File: config.mk
export PLATFORM = sky130hd
export DESIGN_NAME = spram_master
export DESIGN_NICKNAME = d
export VERILOG_FILES = /design/src/rtl/spram_master.sv
export SDC_FILE = /design/constraint.sdc
export NUM_CORES = 1
export LEC_CHECK = 0
export ABC_CLOCK_PERIOD_IN_PS = 2470
export BUFFER_PORTS_ARGS = -buffer_cell sky130_fd_sc_hd__buf_2
export CORE_MARGIN = 1
export CORE_UTILIZATION = 25
export CTS_CLUSTER_DIAMETER = 80
export CTS_CLUSTER_SIZE = 24
export DETAILED_ROUTE_END_ITERATION = 16
export GPL_TIMING_DRIVEN = 0
export PLACE_DENSITY = 0.6
export SYNTH_ARGS = -nofsm -noshare
export SYNTH_HDL_FRONTEND = slang
export SYNTH_SLANG_ARGS = --single-unit
File: constraint.sdc
create_clock -name clock -period 2.47 [get_ports clock]
set_input_delay 0.3705 -clock clock [delete_from_list [all_inputs] [get_ports clock]]
set_output_delay 0.3705 -clock clock [all_outputs]
set_load 0.05 [all_outputs]
File: src/rtl/spram_master.sv
// Avalon-MM burst master for a single-port RAM slave (addr-reg / write-enable / auto-increment data port).
// Optional ID verification ahead of every burst when SPRAM_MASTER_ID_CHECK_EN is defined.
module spram_master #(
    parameter int          ADDR_W   = 11,
    parameter logic [31:0] ID_VALUE = 32'h87654321
) (
    input  logic              clock,
    input  logic              resetn,
    input  logic              start,
    input  logic              mode,
    input  logic [ADDR_W-1:0] base_addr,
    input  logic [ADDR_W:0]   count,
    input  logic [31:0]       in_data,
    input  logic              in_valid,
    output logic              in_ready,
    output logic [31:0]       out_data,
    output logic              out_valid,
    output logic              busy,
    output logic              done,
    output logic              error,
    output logic [2:0]        avm_address,
    output logic              avm_write,
    output logic              avm_read,
    output logic [31:0]       avm_writedata,
    input  logic [31:0]       avm_readdata
);

    typedef enum logic [3:0] {
        IDLE, ID_RD, ID_CHK, SET_ADDR, SET_WE, WR_WORD,
        CLR_WE, RD_WAIT, RD_ISSUE, RD_CAPT, DONE
    } state_t;

    localparam logic [ADDR_W:0] ONE = {{ADDR_W{1'b0}}, 1'b1};

    state_t            r_state;
    logic              r_mode;
    logic [ADDR_W-1:0] r_base;
    logic [ADDR_W:0]   r_remain;
    logic              r_done;

`ifdef SPRAM_MASTER_ID_CHECK_EN
    logic r_error;
    assign error = r_error;
`else
    logic w_unused_id;
    assign w_unused_id = ^ID_VALUE;
    assign error       = 1'b0;
`endif

    always_ff @(posedge clock or negedge resetn) begin
        if (!resetn) begin
            r_state  <= IDLE;
            r_mode   <= 1'b0;
            r_base   <= '0;
            r_remain <= '0;
            r_done   <= 1'b0;
`ifdef SPRAM_MASTER_ID_CHECK_EN
            r_error  <= 1'b0;
`endif
        end else begin
            r_done <= 1'b0;
            case (r_state)
                IDLE: begin
                    if (start) begin
                        r_mode   <= mode;
                        r_base   <= base_addr;
                        r_remain <= count;
`ifdef SPRAM_MASTER_ID_CHECK_EN
                        r_error  <= 1'b0;
                        r_state  <= (count == '0) ? DONE : ID_RD;
`else
                        r_state  <= (count == '0) ? DONE : SET_ADDR;
`endif
                    end
                end
`ifdef SPRAM_MASTER_ID_CHECK_EN
                ID_RD:  r_state <= ID_CHK;
                ID_CHK: begin
                    if (avm_readdata == ID_VALUE) begin
                        r_state <= SET_ADDR;
                    end else begin
                        r_error <= 1'b1;
                        r_state <= DONE;
                    end
                end
`endif
                SET_ADDR: r_state <= r_mode ? RD_WAIT : SET_WE;
                SET_WE:   r_state <= WR_WORD;
                WR_WORD: begin
                    if (in_valid) begin
                        r_remain <= r_remain - ONE;
                        if (r_remain == ONE) r_state <= CLR_WE;
                    end
                end
                CLR_WE:   r_state <= DONE;
                RD_WAIT:  r_state <= RD_ISSUE;
                RD_ISSUE: r_state <= RD_CAPT;
                RD_CAPT: begin
                    r_remain <= r_remain - ONE;
                    r_state  <= (r_remain == ONE) ? DONE : RD_ISSUE;
                end
                DONE: begin
                    // done is registered so it appears the cycle busy falls
                    r_done  <= 1'b1;
                    r_state <= IDLE;
                end
                default: r_state <= IDLE;
            endcase
        end
    end

    // Bus strobes are a pure decode of the state, except the write-data handshake
    always_comb begin
        avm_address   = 3'd0;
        avm_write     = 1'b0;
        avm_read      = 1'b0;
        avm_writedata = 32'd0;
        in_ready      = 1'b0;
        out_valid     = 1'b0;
        out_data      = 32'd0;
        case (r_state)
`ifdef SPRAM_MASTER_ID_CHECK_EN
            ID_RD: begin
                avm_read    = 1'b1;
                avm_address = 3'd3;
            end
`endif
            SET_ADDR: begin
                avm_write     = 1'b1;
                avm_address   = 3'd1;
                avm_writedata = {{(32-ADDR_W){1'b0}}, r_base};
            end
            SET_WE: begin
                avm_write     = 1'b1;
                avm_address   = 3'd2;
                avm_writedata = 32'd1;
            end
            WR_WORD: begin
                in_ready      = 1'b1;
                avm_write     = in_valid;
                avm_writedata = in_valid ? in_data : 32'd0;
            end
            CLR_WE: begin
                avm_write   = 1'b1;
                avm_address = 3'd2;
            end
            RD_ISSUE: avm_read = 1'b1;
            RD_CAPT: begin
                out_valid = 1'b1;
                out_data  = avm_readdata;
            end
            default: ;
        endcase
    end

    assign busy = (r_state != IDLE);
    assign done = r_done;

endmodule
### Word level (Yosys, flattened, before mapping)

Index checks and enable logic that the tools add are counted.

* add/sub/neg operators: 1
* equality and inequality tests: 12
* mux-type cells: 19
* reductions and logical operators: 9

Operators by type and width (count)
* $pmux W32 S3: 1
* $mux W32: 2
* $pmux W12 S3: 1
* $pmux W4 S8: 1
* $mux W12: 2
* $eq A4 B3 Y1 const B: 4
* $mux W4: 4
* $eq A12 B1 Y1 const B: 1
* $eq A4 B4 Y1 const B: 3
* $logic_not A12 Y1: 1
* $sub A12 B1 Y12 const B: 1
* $ne A2 B2 Y1 const B: 3
* $reduce_and A3 Y1: 2
* $eq A4 B2 Y1 const B: 1
* $logic_not A4 Y1: 1
* $mux W1: 4
* $mux W2: 2
* $pmux W2 S2: 1
* $reduce_bool A4 Y1: 1
* $reduce_bool A3 Y1: 1
* $reduce_or A3 Y1: 1
* $pmux W1 S2: 1
* $reduce_and A2 Y1: 1
* $reduce_or A2 Y1: 1

* register bits after elaboration: 29
* input port bits: 92
* logic and storage cells: 46

### Depth between registers and ports, before layout

* depth in word-level cells: 4
* depth in mapped cells: 8
* gate-level depth less buffers: 6

### Worst setup path before layout

No wires, ideal clock.

* path type: register to output
* from: register r_state[3]
* to: output avm_writedata[10]
* arrival time: 2.191 ns
* slack: -0.091 ns
* stages on the path, launching flop included: 5
* cell sequence: dfrtp_1 clkbuf_1 nor3_1 clkbuf_1 a22o_1

* word-level cells in the longest chain between the ends: 2
* elaborated cells on any way between the ends: 4
* classes of those cells: 3 x eq/ne; 1 x mux

Ends and longest elaborated chain
* start: declaration: RTL line 35 `state_t r_state;`
* start signal: assignment: RTL line 72 `r_state <= (count == '0) ? DONE : SET_ADDR;`
* start signal: assignment: RTL line 87 `SET_ADDR: r_state <= r_mode ? RD_WAIT : SET_WE;`
* start signal: assignment: RTL line 100 `r_state <= (r_remain == ONE) ? DONE : RD_ISSUE;`
* $eq A4 B3 Y1 or $eq A4 B2 Y1 (tied branches): RTL line 121 `case (r_state)`
* $pmux W32 S3 (*): RTL line 121
* end: declaration: RTL line 24 `output logic [31:0] avm_writedata,`

Mark *: on every way between the ends. The rest lies on a longest branch, timed or not.

### Worst setup path in the final report

* from: register r_state[1]
* to: output avm_writedata[10]

Same word-level chain as after synthesis.

==> metrics.yaml <==
ctsHoldBuffers: 0
drt-pass1-iter-count: 10
ys_seq_area_frac: 0.317
reg2reg_depth: 6
area_growth_pct: 51.0
grt_pass1_wl_um: 11800
post_drt_via_cell_ratio: 4.83
rrSetupSlack_ps: 570
layout_common_cells: "147 x buf_2, 32 x and2_1, 28 x dfrtp_1"
io_pins: 166
multi_input_area_um2: 1430
antenna_found_initial: 0
max_slew_margin: 0.539
violations: "design-rule violations"
synth.distinct_cells: 52
clock_skew_ps: 1.65
synth_top_family_by_area: "simple AND/OR/NAND/NOR gates"
clock_latency_ps: 290
vias: 2597
wl_per_cell_um: 13.6
fmax_mhz: 422
cts_sinks: 29
nNetsFinal: 523
synth_edf_count: 0
setup_tns_ps: 0
crit_top_cell: "buf_6"
port_buffers: 163
num_rows: 34
place_area_um2: 3250
wirelength_um: 7300
crit_required_ps: 2100
finalCoreUtilization: 0.393
drt_iter0_drc: 194
setup_viol: 0
reg2reg_from: "r_state[2]"
crit_chain: "nand2b_1, buf_4, or2_4, inv_2, and2_4, buf_6, a22o_1, buf_6"
hold_path_class: "primary input to asynchronous set/reset pin"
fp.dieH_um: 97.7
fin_worst_hold_slack_ps: 120
fin_total_pwr_mw: 3.30
syn_inst: 258
num-fill-cells: 897
rsz0062_at_grt: "false"
ir_worst_vdd_uv: 269
slowest_delay_ps: 410
cts-root-buf: "clkbuf_8"
syn_avg_cell_area_um2: 8.87
r2r_end: "r_remain[10]"
cp_data_arrival_time_ps: 2000
status: "finished, violations left"
place_hpwl_um: 5790
finalMaxSlewViolations: 0
worst_pin_slew_ps: 692
critPathTopFamily: "simple AND/OR/NAND/NOR gates"
ys.flop_type: "dfrtp_1"
final_common_cell: "buf_2"
synth_adder_area_share: 0.0109
synth_compound_area_frac: 0.203
numCtsBuffers: 5
synth-xor-area-share: 0.00710
path_buf_inv: 4
die_w_um: 97.7
final_antenna_net_count: 0
initial_core_util: 0.260
fin_area_um2: 3460
maxCapViolCount: 0
pwr_density_cell_nw_per_um2: 954
ys_ff_latch: 29
end_kind: "output pin"
synth-warning-count: 0
grt_max_degree: 30
crit_slowest_cell: "dfrtp_2"
path_clk_slew_ps: 70
startpoint_type: "flop"
yosysTopAreaCellShare: 0.317
period_share: 0.959
path_max_fanout: 10
cts_max_path_buffers: 2
place.gp.congestion: 0.840
cts_tree: "yes"
final_hold_viol_count: 0
period_minus_slack_ps: 2370
drive_gt1_frac: 0.528
p_leak_nw: 1.81
route.detailed.drc: 6
dieArea_um2: 9550
synth_largest_area_cell: "dfrtp_1"
netlist_area_um2: 2290
antennaDiodeCount: 0
regArea_um2: 727
async_flop_share: 1.00
grt_pass1_vias: 2535
gr-usage-all-layers: 0.152
grt.overflow.total: 0
critical_path_class: "flop to output pin"
core_area_um2: 8810
synthSimpleGateAreaFrac: 0.315
synth_area_leaders: "dfrtp_1 32%, and2_1 9.0%, mux2_2 6.4%"
muxShareOfSynthArea: 0.0770
htree_levels: 2
-- layer usage --
metal / vias up / global-route usage / part of all wire
met4: 0 / 0.0478 / 0.013
met2: 110 / 0.284 / 0.53
met5: - / 0 / 0
met1: 1202 / 0.175 / 0.40
li1: 1278 / - / -
met3: 7 / 0.0273 / 0.058
-- final cells by class --
| cell class | instances | area share |
|---|---|---|
| flip-flops and latches | 29 | 0.210 |
| plain buffers | 24 | 0.0409 |
| multi-input cells | 198 | 0.415 |
| inverters | 7 | 0.00760 |
| well taps | 108 | 0.0391 |
| repair buffers | 164 | 0.262 |
| clock buffers | 5 | 0.0199 |
| clock inverters | 3 | 0.00507 |
-- kinds of logic after synthesis --
logic type | Yosys count
and+or+nand+nor | 117
AOI/OAI and AO/OA | 60
buffers and inverters | 32
DFF | 29
muxes | 16
adders and majority gates | 2
other | 1
xor gates and xnor gates | 1
-- cell usage after synthesis, types with 2 or more instances --
cell type / n
nor4_1: 7
buf_2: 6
nor2_1: 9
mux2_2: 13
a22oi_1: 3
o21ai_2: 3
nor2_2: 2
and3_1: 21
nor3_1: 10
o21ai_0: 11
nand3_1: 2
ha_1: 2
nand4b_1: 2
and2_1: 33
or4_1: 2
nand2b_1: 5
nand3b_1: 3
a22o_1: 11
o2bb2ai_1: 7
dfrtp_1: 29
buf_4: 4
inv_1: 7
a22oi_2: 2
buf_6: 2
clkbuf_1: 13
a31oi_1: 2
or3_1: 4
or3b_2: 2
nor4_2: 2
o21ai_1: 2
a21oi_1: 8
nand2_1: 7
mux2i_1: 3
-- stage by stage --
step / worst slack (ps) / std cells
finish: 101 / 538
global route: 5.09 / 538
CTS: 65.7 / 538
detailed placement: 22.4 / 530
global placement: 33.5 / 530
floorplan: 119 / 259
-- state kept, by name, summed over array words and instances (netlist names) --
signal	count
r_mode	1
r_base	11
r_state	4
done	1
r_remain	12
-- worst reg2reg max path, delay by kind of cell (launching register included) --
kind                   cells  cell delay (ps)
AND/OR/NAND/NOR            1              540
AO/OA/AOI/OAI              3              470
flip-flops                 1              420
buffers and inverters      2              370
-- how the worst max path moves through the flow --
stage	start	end	slack, ps	depth (start not counted)
final	r_state[1]	avm_writedata[10]	100	8
after global placement	r_state[1]	avm_writedata[4]	30	9
after global routing	r_state[1]	avm_writedata[14]	5	7
after floorplan	r_state[0]	r_state[0]	120	5
after CTS	r_state[2]	out_data[20]	70	6
after detailed placement	r_state[1]	avm_writedata[3]	20	9
-- repair_timing --
action | 4_1_cts | 5_1_grt
setup endpoints to repair | 61 | 40
buffers inserted | 1 | 0
pin swaps | 0 | 0
gates resized for setup | 33 | 15
-- power by group --
part | switching [mW] | internal, mW | leakage (nW)
Clock | 0.198 | 0.194 | 0.0439
Sequential | 0.195 | 0.711 | 0.349
Combinational | 1.22 | 0.784 | 1.42
Total | 1.61 | 1.69 | 1.81
Note: power is estimated with default switching activity, not from simulation.
